<file path="config.mk">
export PLATFORM = sky130hd
export DESIGN_NAME = fp64_mul_arbiter_flat
export DESIGN_NICKNAME = d
export VERILOG_FILES = /design/src/rtl/fp64_mul_arbiter_if.sv /design/src/rtl/fp64_mul_arbiter.sv /design/src/flat_wrapper.sv
export SDC_FILE = /design/constraint.sdc
export NUM_CORES = 1
export LEC_CHECK = 0
export BUFFER_PORTS_ARGS = -buffer_cell sky130_fd_sc_hd__buf_2
export CAP_MARGIN = 20
export CORE_AREA = 4 4 226 228
export CTS_CLUSTER_SIZE = 16
export DETAILED_ROUTE_END_ITERATION = 12
export DIE_AREA = 0 0 230 232
export HOLD_SLACK_MARGIN = 0.06
export PLACE_DENSITY = 0.5
export SLEW_MARGIN = 0
export SYNTH_ARGS = -nofsm -noshare
export SYNTH_HDL_FRONTEND = slang
export SYNTH_SLANG_ARGS = --single-unit
</file>
<file path="constraint.sdc">
create_clock -name clk -period 2.7 [get_ports clk]
set_clock_uncertainty 0.2 [all_clocks]
set_input_delay 0.81 -clock clk [delete_from_list [all_inputs] [get_ports clk]]
set_output_delay 0.81 -clock clk [all_outputs]
set_load 0.01 [all_outputs]
</file>
<file path="src/rtl/fp64_mul_arbiter_if.sv">
// Two-requester handshake bundle for the shared FP64 multiplier arbiter.
// The master side is the requester and the slave side is the arbiter.
interface fp64_mul_arbiter_if;
   logic        req0_valid;
   logic        req0_ready;
   logic [63:0] req0_a;
   logic [63:0] req0_b;
   logic        req1_valid;
   logic        req1_ready;
   logic [63:0] req1_a;
   logic [63:0] req1_b;
   logic        resp0_valid;
   logic        resp0_ready;
   logic [63:0] resp0_data;
   logic        resp1_valid;
   logic        resp1_ready;
   logic [63:0] resp1_data;

   modport master (
      output req0_valid, req0_a, req0_b, resp0_ready,
      output req1_valid, req1_a, req1_b, resp1_ready,
      input  req0_ready, resp0_valid, resp0_data,
      input  req1_ready, resp1_valid, resp1_data
   );

   modport slave (
      input  req0_valid, req0_a, req0_b, resp0_ready,
      input  req1_valid, req1_a, req1_b, resp1_ready,
      output req0_ready, resp0_valid, resp0_data,
      output req1_ready, resp1_valid, resp1_data
   );
endinterface

</file>
<file path="src/rtl/fp64_mul_arbiter.sv">
// Round-robin sharing of one combinational FP64 multiplier between two
// requesters, with a fixed-latency result pipeline and per-requester hold.
module fp64_mul_arbiter #(
   parameter int LAT = 2
) (
   input  logic                clk,
   input  logic                rst,
   fp64_mul_arbiter_if.slave   bus,
   output logic [63:0]         mul_a,
   output logic [63:0]         mul_b,
   input  logic [63:0]         mul_result,
   output logic                busy
);

   logic [1:0]  outstanding;
   logic [1:0]  resp_valid_q;
   logic        last_grant;
   logic [63:0] resp0_q;
   logic [63:0] resp1_q;
   logic        elig0, elig1;
   logic        gnt0, gnt1, gnt_any;
   logic        hs0, hs1;
   logic        tail_v, tail_id;
   logic [63:0] tail_d;

   // Eligibility uses the registered flag, so a returning response
   // never re-enables its own requester in the same cycle.
   always_comb begin
      elig0   = bus.req0_valid & ~outstanding[0] & ~rst;
      elig1   = bus.req1_valid & ~outstanding[1] & ~rst;
      gnt0    = elig0 & (~elig1 | last_grant);
      gnt1    = elig1 & (~elig0 | ~last_grant);
      gnt_any = gnt0 | gnt1;
   end

   assign bus.req0_ready = gnt0;
   assign bus.req1_ready = gnt1;

   always_comb begin
      mul_a = '0;
      mul_b = '0;
      if (gnt0) begin
         mul_a = bus.req0_a;
         mul_b = bus.req0_b;
      end else if (gnt1) begin
         mul_a = bus.req1_a;
         mul_b = bus.req1_b;
      end
   end

   assign hs0 = resp_valid_q[0] & bus.resp0_ready;
   assign hs1 = resp_valid_q[1] & bus.resp1_ready;

   // The response register acts as the last stage, so LAT-1 stages sit
   // between the grant and the response hold register.
   generate
      if (LAT == 1) begin : g_direct
         assign tail_v  = gnt_any;
         assign tail_id = gnt1;
         assign tail_d  = mul_result;
      end else begin : g_pipe
         logic        sv  [LAT-1];
         logic        sid [LAT-1];
         logic [63:0] sd  [LAT-1];

         always_ff @(posedge clk) begin
            if (rst) begin
               for (int k = 0; k < LAT-1; k++) begin
                  sv[k]  <= 1'b0;
                  sid[k] <= 1'b0;
                  sd[k]  <= '0;
               end
            end else begin
               sv[0]  <= gnt_any;
               sid[0] <= gnt1;
               sd[0]  <= mul_result;
               for (int k = 1; k < LAT-1; k++) begin
                  sv[k]  <= sv[k-1];
                  sid[k] <= sid[k-1];
                  sd[k]  <= sd[k-1];
               end
            end
         end

         assign tail_v  = sv[LAT-2];
         assign tail_id = sid[LAT-2];
         assign tail_d  = sd[LAT-2];
      end
   endgenerate

   always_ff @(posedge clk) begin
      if (rst) begin
         outstanding  <= 2'b00;
         resp_valid_q <= 2'b00;
         last_grant   <= 1'b1;
         resp0_q      <= '0;
         resp1_q      <= '0;
      end else begin
         if (gnt_any) last_grant <= gnt1;
         outstanding[0] <= (outstanding[0] & ~hs0) | gnt0;
         outstanding[1] <= (outstanding[1] & ~hs1) | gnt1;
         if (tail_v & ~tail_id) begin
            resp_valid_q[0] <= 1'b1;
            resp0_q         <= tail_d;
         end else if (hs0) begin
            resp_valid_q[0] <= 1'b0;
         end
         if (tail_v & tail_id) begin
            resp_valid_q[1] <= 1'b1;
            resp1_q         <= tail_d;
         end else if (hs1) begin
            resp_valid_q[1] <= 1'b0;
         end
      end
   end

   // Registered outputs are masked during reset so the first reset
   // cycle already presents the idle state.
   assign bus.resp0_valid = resp_valid_q[0] & ~rst;
   assign bus.resp1_valid = resp_valid_q[1] & ~rst;
   assign bus.resp0_data  = rst ? '0 : resp0_q;
   assign bus.resp1_data  = rst ? '0 : resp1_q;
   assign busy = ~rst & ((|outstanding) | (|resp_valid_q));

endmodule
</file>
<file path="src/flat_wrapper.sv">
// flat-port wrapper written by rule: the top's interface ports become plain ports
module fp64_mul_arbiter_flat 
#(
   parameter int LAT = 2
)
  (clk, rst, mul_a, mul_b, mul_result, busy, bus_req0_valid, bus_req0_a, bus_req0_b, bus_resp0_ready, bus_req1_valid, bus_req1_a, bus_req1_b, bus_resp1_ready, bus_req0_ready, bus_resp0_valid, bus_resp0_data, bus_req1_ready, bus_resp1_valid, bus_resp1_data);
  fp64_mul_arbiter_if bus_i ();
  input  logic clk;
  input  logic rst;
  output logic [63:0] mul_a;
  output logic [63:0] mul_b;
  input  logic [63:0] mul_result;
  output logic busy;
  input wire logic [$bits(bus_i.req0_valid)-1:0] bus_req0_valid;
  input wire logic [$bits(bus_i.req0_a)-1:0] bus_req0_a;
  input wire logic [$bits(bus_i.req0_b)-1:0] bus_req0_b;
  input wire logic [$bits(bus_i.resp0_ready)-1:0] bus_resp0_ready;
  input wire logic [$bits(bus_i.req1_valid)-1:0] bus_req1_valid;
  input wire logic [$bits(bus_i.req1_a)-1:0] bus_req1_a;
  input wire logic [$bits(bus_i.req1_b)-1:0] bus_req1_b;
  input wire logic [$bits(bus_i.resp1_ready)-1:0] bus_resp1_ready;
  output wire logic [$bits(bus_i.req0_ready)-1:0] bus_req0_ready;
  output wire logic [$bits(bus_i.resp0_valid)-1:0] bus_resp0_valid;
  output wire logic [$bits(bus_i.resp0_data)-1:0] bus_resp0_data;
  output wire logic [$bits(bus_i.req1_ready)-1:0] bus_req1_ready;
  output wire logic [$bits(bus_i.resp1_valid)-1:0] bus_resp1_valid;
  output wire logic [$bits(bus_i.resp1_data)-1:0] bus_resp1_data;
  assign bus_i.req0_valid = bus_req0_valid;
  assign bus_i.req0_a = bus_req0_a;
  assign bus_i.req0_b = bus_req0_b;
  assign bus_i.resp0_ready = bus_resp0_ready;
  assign bus_i.req1_valid = bus_req1_valid;
  assign bus_i.req1_a = bus_req1_a;
  assign bus_i.req1_b = bus_req1_b;
  assign bus_i.resp1_ready = bus_resp1_ready;
  assign bus_req0_ready = bus_i.req0_ready;
  assign bus_resp0_valid = bus_i.resp0_valid;
  assign bus_resp0_data = bus_i.resp0_data;
  assign bus_req1_ready = bus_i.req1_ready;
  assign bus_resp1_valid = bus_i.resp1_valid;
  assign bus_resp1_data = bus_i.resp1_data;
  fp64_mul_arbiter #(.LAT(LAT)) u_core (.clk(clk), .rst(rst), .bus(bus_i), .mul_a(mul_a), .mul_b(mul_b), .mul_result(mul_result), .busy(busy));
endmodule
</file>
Word-level counts from Yosys, hierarchy flattened
Memory sizes are Yosys's and may differ from the RTL's.
Cells that the tools add are included.
{ "totals": {"reg_bits": 133, "latch_bits": 0, "ramBits": 66, "rom_bits": 0, "inputBits": 326, "output_inout_bits": 261, "memories": 3} }
{ "classes": {"n_addsub": 0, "n_mul": 0, "div_mod_pow": 0, "n_lt_le_gt_ge": 0, "n_eq_ne": 0, "shifts": 0, "n_mux": 19, "n_bitwise": 30, "reduce_logical": 7} }
{ "mem_list": {"columns": ["memory", "depth", "word_bits", "rd", "rd_clocked_by_memory_dff", "wr", "line", "source"], "rows": [
  ["u_core.g_pipe.sd", 1, 64, 1, 0, 1, "fp64_mul_arbiter.sv:64", "logic [63:0] sd [LAT-1];"],
  ["u_core.g_pipe.sid", 1, 1, 1, 0, 1, "fp64_mul_arbiter.sv:63", "logic sid [LAT-1];"],
  ["u_core.g_pipe.sv", 1, 1, 1, 0, 1, "fp64_mul_arbiter.sv:62", "logic sv [LAT-1];"]
]} }
{ "op_table": {"columns": ["operator", "n"], "rows": [
  ["2-to-1 mux 64 bit", 7],
  ["OR reduction 64 bit", 1],
  ["AND 1 bit", 15],
  ["2-to-1 mux 1 bit", 12],
  ["inverter 1 bit", 9],
  ["bitwise OR 1 bit", 6],
  ["nonzero test 2 bit", 2],
  ["OR reduction 2 bit", 2],
  ["OR reduction 1 bit", 2]
]} }

Depth between registers and ports, before layout
{ "logic_depth": {"word_depth": 8, "ltp_mapped": 6} }

Worst setup path before layout
OpenSTA, ideal clock, no wires.
{ "synth_timing": {"kind": "input to output", "start": "input rst", "end": "output mul_b[55]", "t_arrival_ps": 1774, "t_required_ps": 1690, "path_slack_ps": -84, "stages": 4, "path_buffers": 2, "path_cell_list": "buf_2 nor3_2 clkbuf_1 a22o_1"} }
{ "synth_via": {"word_cells_on_any_way": 11, "classes_between": "mux (2); bitwise (9)"} }
{ "synth_rtl": {"columns": ["item", "line", "source"], "rows": [
  ["start: declaration", "flat_wrapper.sv:9", "input logic rst;"],
  ["inverter 1 bit (*)", "fp64_mul_arbiter.sv:29, fp64_mul_arbiter.sv:30", null],
  ["AND 1 bit", "fp64_mul_arbiter.sv:30", "elig1 = bus.req1_valid & ~outstanding[1] & ~rst;"],
  ["inverter 1 bit", "fp64_mul_arbiter.sv:31", "gnt0 = elig0 & (~elig1 | last_grant);"],
  ["bitwise OR 1 bit", "fp64_mul_arbiter.sv:31", null],
  ["AND 1 bit (*)", "fp64_mul_arbiter.sv:31", null],
  ["via bus_req0_ready", "flat_wrapper.sv:22", "output wire logic [$bits(bus_i.req0_ready)-1:0] bus_req0_ready;"],
  ["2-to-1 mux 64 bit (*)", "fp64_mul_arbiter.sv:42", "if (gnt0) begin"],
  ["end: declaration", "flat_wrapper.sv:11", "output logic [63:0] mul_b;"]
]} }
The timed path passes the listed nets; every way through them passes the cells marked *.

Worst setup path after layout
{ "layout_timing": {"start": "input bus_req1_valid", "end": "output mul_a[14]"} }
{ "layout_via": {"elab_chain_cells": 6, "word_cells_on_any_way": 8, "classes_between": "mux (2); bitwise (6)"} }
{ "layout_rtl": {"columns": ["item", "line", "source"], "rows": [
  ["start: declaration", "flat_wrapper.sv:18", "input wire logic [$bits(bus_i.req1_valid)-1:0] bus_req1_valid;"],
  ["AND 1 bit (*) (2 in series)", "fp64_mul_arbiter.sv:30", null],
  ["inverter 1 bit", "fp64_mul_arbiter.sv:31", null],
  ["bitwise OR 1 bit", "fp64_mul_arbiter.sv:31", null],
  ["AND 1 bit", "fp64_mul_arbiter.sv:31", null],
  ["2-to-1 mux 64 bit (*)", "fp64_mul_arbiter.sv:42", null],
  ["end: declaration", "flat_wrapper.sv:10", "output logic [63:0] mul_a;"]
]} }
Every way passes the cells marked *; elsewhere a longest branch is shown, timed or not.

==> metrics.txt <==
Starting Density between 10% and 20%; drt first pass iters 4; share of cells above drive strength 1 between 50% and 60%; routing usage on met2 40.9%; placed cells 2150; P&R area growth vs syn 84.6%; CP Launch Point bus_req1_valid; CP top delay family buffers and inverters; Max Clk Rate 0.313 GHz; CP max FO 7; most frequent cells in the layout buf_2 (493), dfxtp_1 (196), nor2b_1 (124), buf_6 (90), a22o_1 (85); CTS root buffer clkbuf_16; Worst-path clk slew 80 ps; number of synthesized flops with an enable pin 0; max-cap violation count 0; core footprint approximately 0.049 mm^2; Final Cycle Share 118%; worst slew pin tran 602 ps; nature of the critical path endpoint primary output; failing checks setup timing; Worst Path Arrival ~2200 ps; Vias 9565; I/O pins 587; largest net degree at the start of global routing 62; status finished, violations left; vias per inst 4.30; Clk pwr share 33.7%; first-pass GRT wire length between 80000 and 90000 um; P_sw 2.48 mW; FF+latch count, synth 199; Cells after Synth 879; syn avg cell area 9.13 um^2; Int Pwr approximately 5.7 mW; GPL Wtd Cong 1.03; TritonCTS clock tree built; FF-to-FF Start u_core.g_pipe.sid[0]$_SDFF_PP0_; Hold/Removal Path Class reg2reg; worst setup path category in2out; Die H 232 um; antenna violations before repair 39; power density cells 549 mW/mm^2; final worst path period need 3200 ps; final hold viol count 0; Clock Sinks 199; CTS H-Tree Depth 4; fraction of registers with async set/reset 0%; Worst EP required 1690 ps; worst setup margin -499 ps; final net count 1862; Post-DP HPWL 50900 um; Total GRT Usage 22.4%; register area share after synthesis 49.6%; DR WL/cell 28.2 um; distinct cell type count after synthesis 23; top cells by area, synth dfxtp_1 (50%), a22o_1 (14%), nor2b_1 (10%); cell taking the most area after synthesis dfxtp_1; ANT nets after route 0; commonest non-fill, non-tap cell in the layout buf_2; Die ar. 0.0534 mm^2; Post-synth top flop dfxtp_1; cts hold-fix bufs 0; Port Buf Inserts between 500 and 600; Crit-path slowest cell a22o_4; post-route insts no fill between 2000 and 2500; Bufs and invs on worst path 6; syn_nets ~1200; Slew headroom 59.8%; met1 Use GR 24.4%; CP cell instances buf_8, nor3b_4, nor3_4, buf_12, buf_16, buf_12, buf_16, a22o_4, buf_6; die width 230 um; CP peak stage delay roughly 250 ps; sw frac 30.5%; Reg power frac 39.6%; Max clock buf depth 2; vias in the first global route ~9600; DRC Markers 0; Startpoint Class input port; Starting DRT DRC Count 464; Yosys top cell area share 49.6%; grt peak-use layer met2; Hold Crit Start u_core.resp1_q[25]$_SDFFE_PP0P_; GRT met3 Usage around 7%; clock latency on the worst-skew pair 450 ps; global route total overflow 0; CTS buffer count 17; Post-Syn Area 0.00803 mm^2; leakage 7.94 nW; YS warnings 0; RSZ-0062 raised after global routing yes; pre-CTS setup slack -646 ps; Comb power frac 26.7%; total wire length 62800 um; VDD IR max 0.320 mV; fillcell total between 5000 and 6000; Finish-stage setup viols between 100 and 150; max-slew violations 0; # rows 81
[routing by layer]
layer  up-vias  part of all wire [%]  wire [um]
li1       4341                     -          -
met1      4667                    37      23000
met2       436                    52      32500
met3        99                   7.6       4800
met4        22                   3.7       2330
met5         -                  0.23        146
[power groups by stage]
stage,clock [mW],combinational [mW],sequential (mW)
finish,2.75,2.17,3.22
global route,2.92,2.28,3.24
CTS,2.82,2.14,3.22
detailed placement,0,1.76,3.28
global placement,0,1.76,3.28
floorplan,0,0.733,3.26
[tightest hold or removal path, delay by kind of cell (launching register included)]
family / cells / cell delay [ps]
AOI/OAI and AO/OA: 1 / 60
DFF: 1 / 300
and+or+nand+nor: 1 / 60
[cell usage after synthesis, types with 2 or more instances]
master      n
buf_4      11
inv_1      67
clkbuf_1   33
a31o_2      2
buf_1       7
nor2b_1   129
nor2_1     66
a21oi_1    66
o22a_1     64
a22o_1    128
dfxtp_1   199
nand2b_1    3
nand2_1    69
buf_2      26
[through the flow]
stage	utilization (%)	setup TNS, ps	hold WS [ps]	total power, mW	cell area (um^2)
final	30.3	-50660	261	8.14	14800
after global routing	30.3	-54850	285	8.44	14800
after CTS	29.7	-56620	263	8.18	14500
after detailed placement	25.5	-66160	254	5.04	12500
after global placement	25.5	-69820	249	5.04	12500
after floorplan	-	-5780	238	3.99	8050
[final cells by class]
cell class / instances / area, um^2 / share of cell area [%]
timing repair buffer: 715 / 5170 / 34.9
sequential: 199 / 3990 / 26.9
multi-input combinational: 535 / 3900 / 26.3
tap: 664 / 831 / 5.61
clock buffer: 18 / 429 / 2.90
inverter: 68 / 268 / 1.81
clock inverter: 14 / 201 / 1.36
antenna: 12 / 30.0 / 0.203
[state kept, by name, summed over array words and instances (netlist names)]
| name | flops |
|---|---|
| u_core.g_pipe.sd | 64 |
| u_core.outstanding | 2 |
| u_core.g_pipe.sid | 1 |
| u_core.resp0_q | 64 |
| u_core.last_grant | 1 |
| u_core.resp1_q | 64 |
| u_core.g_pipe.sv | 1 |
| u_core.resp_valid_q | 2 |
[cells by family after synthesis]
group,Yosys count,synth area share (%)
buffers and inverters,145,7.70
AND/OR/NAND/NOR,271,17.0
AO/OA/AOI/OAI,264,25.7
flip-flops,199,49.6
[worst paths after layout]
kind / end / slack [ps] / cells past startpoint
max reg2reg: u_core.resp0_q[33]$_SDFFE_PP0P_ / 840 / 4
min: u_core.resp1_q[25]$_SDFFE_PP0P_ / 260 / 2
min reg2reg: u_core.resp1_q[25]$_SDFFE_PP0P_ / 260 / 2
max: mul_a[14] / -500 / 9
[repair_timing]
action / 4_1_cts / 5_1_grt
endpoints found under the setup margin: 237 / 193
pin swaps: 10 / 18
gates resized for setup: 201 / 67
setup buffers: 18 / 4
hold endpoints to repair: 0 / 0
gates cloned: 13 / 1
(Power assumes the default switching activity.)
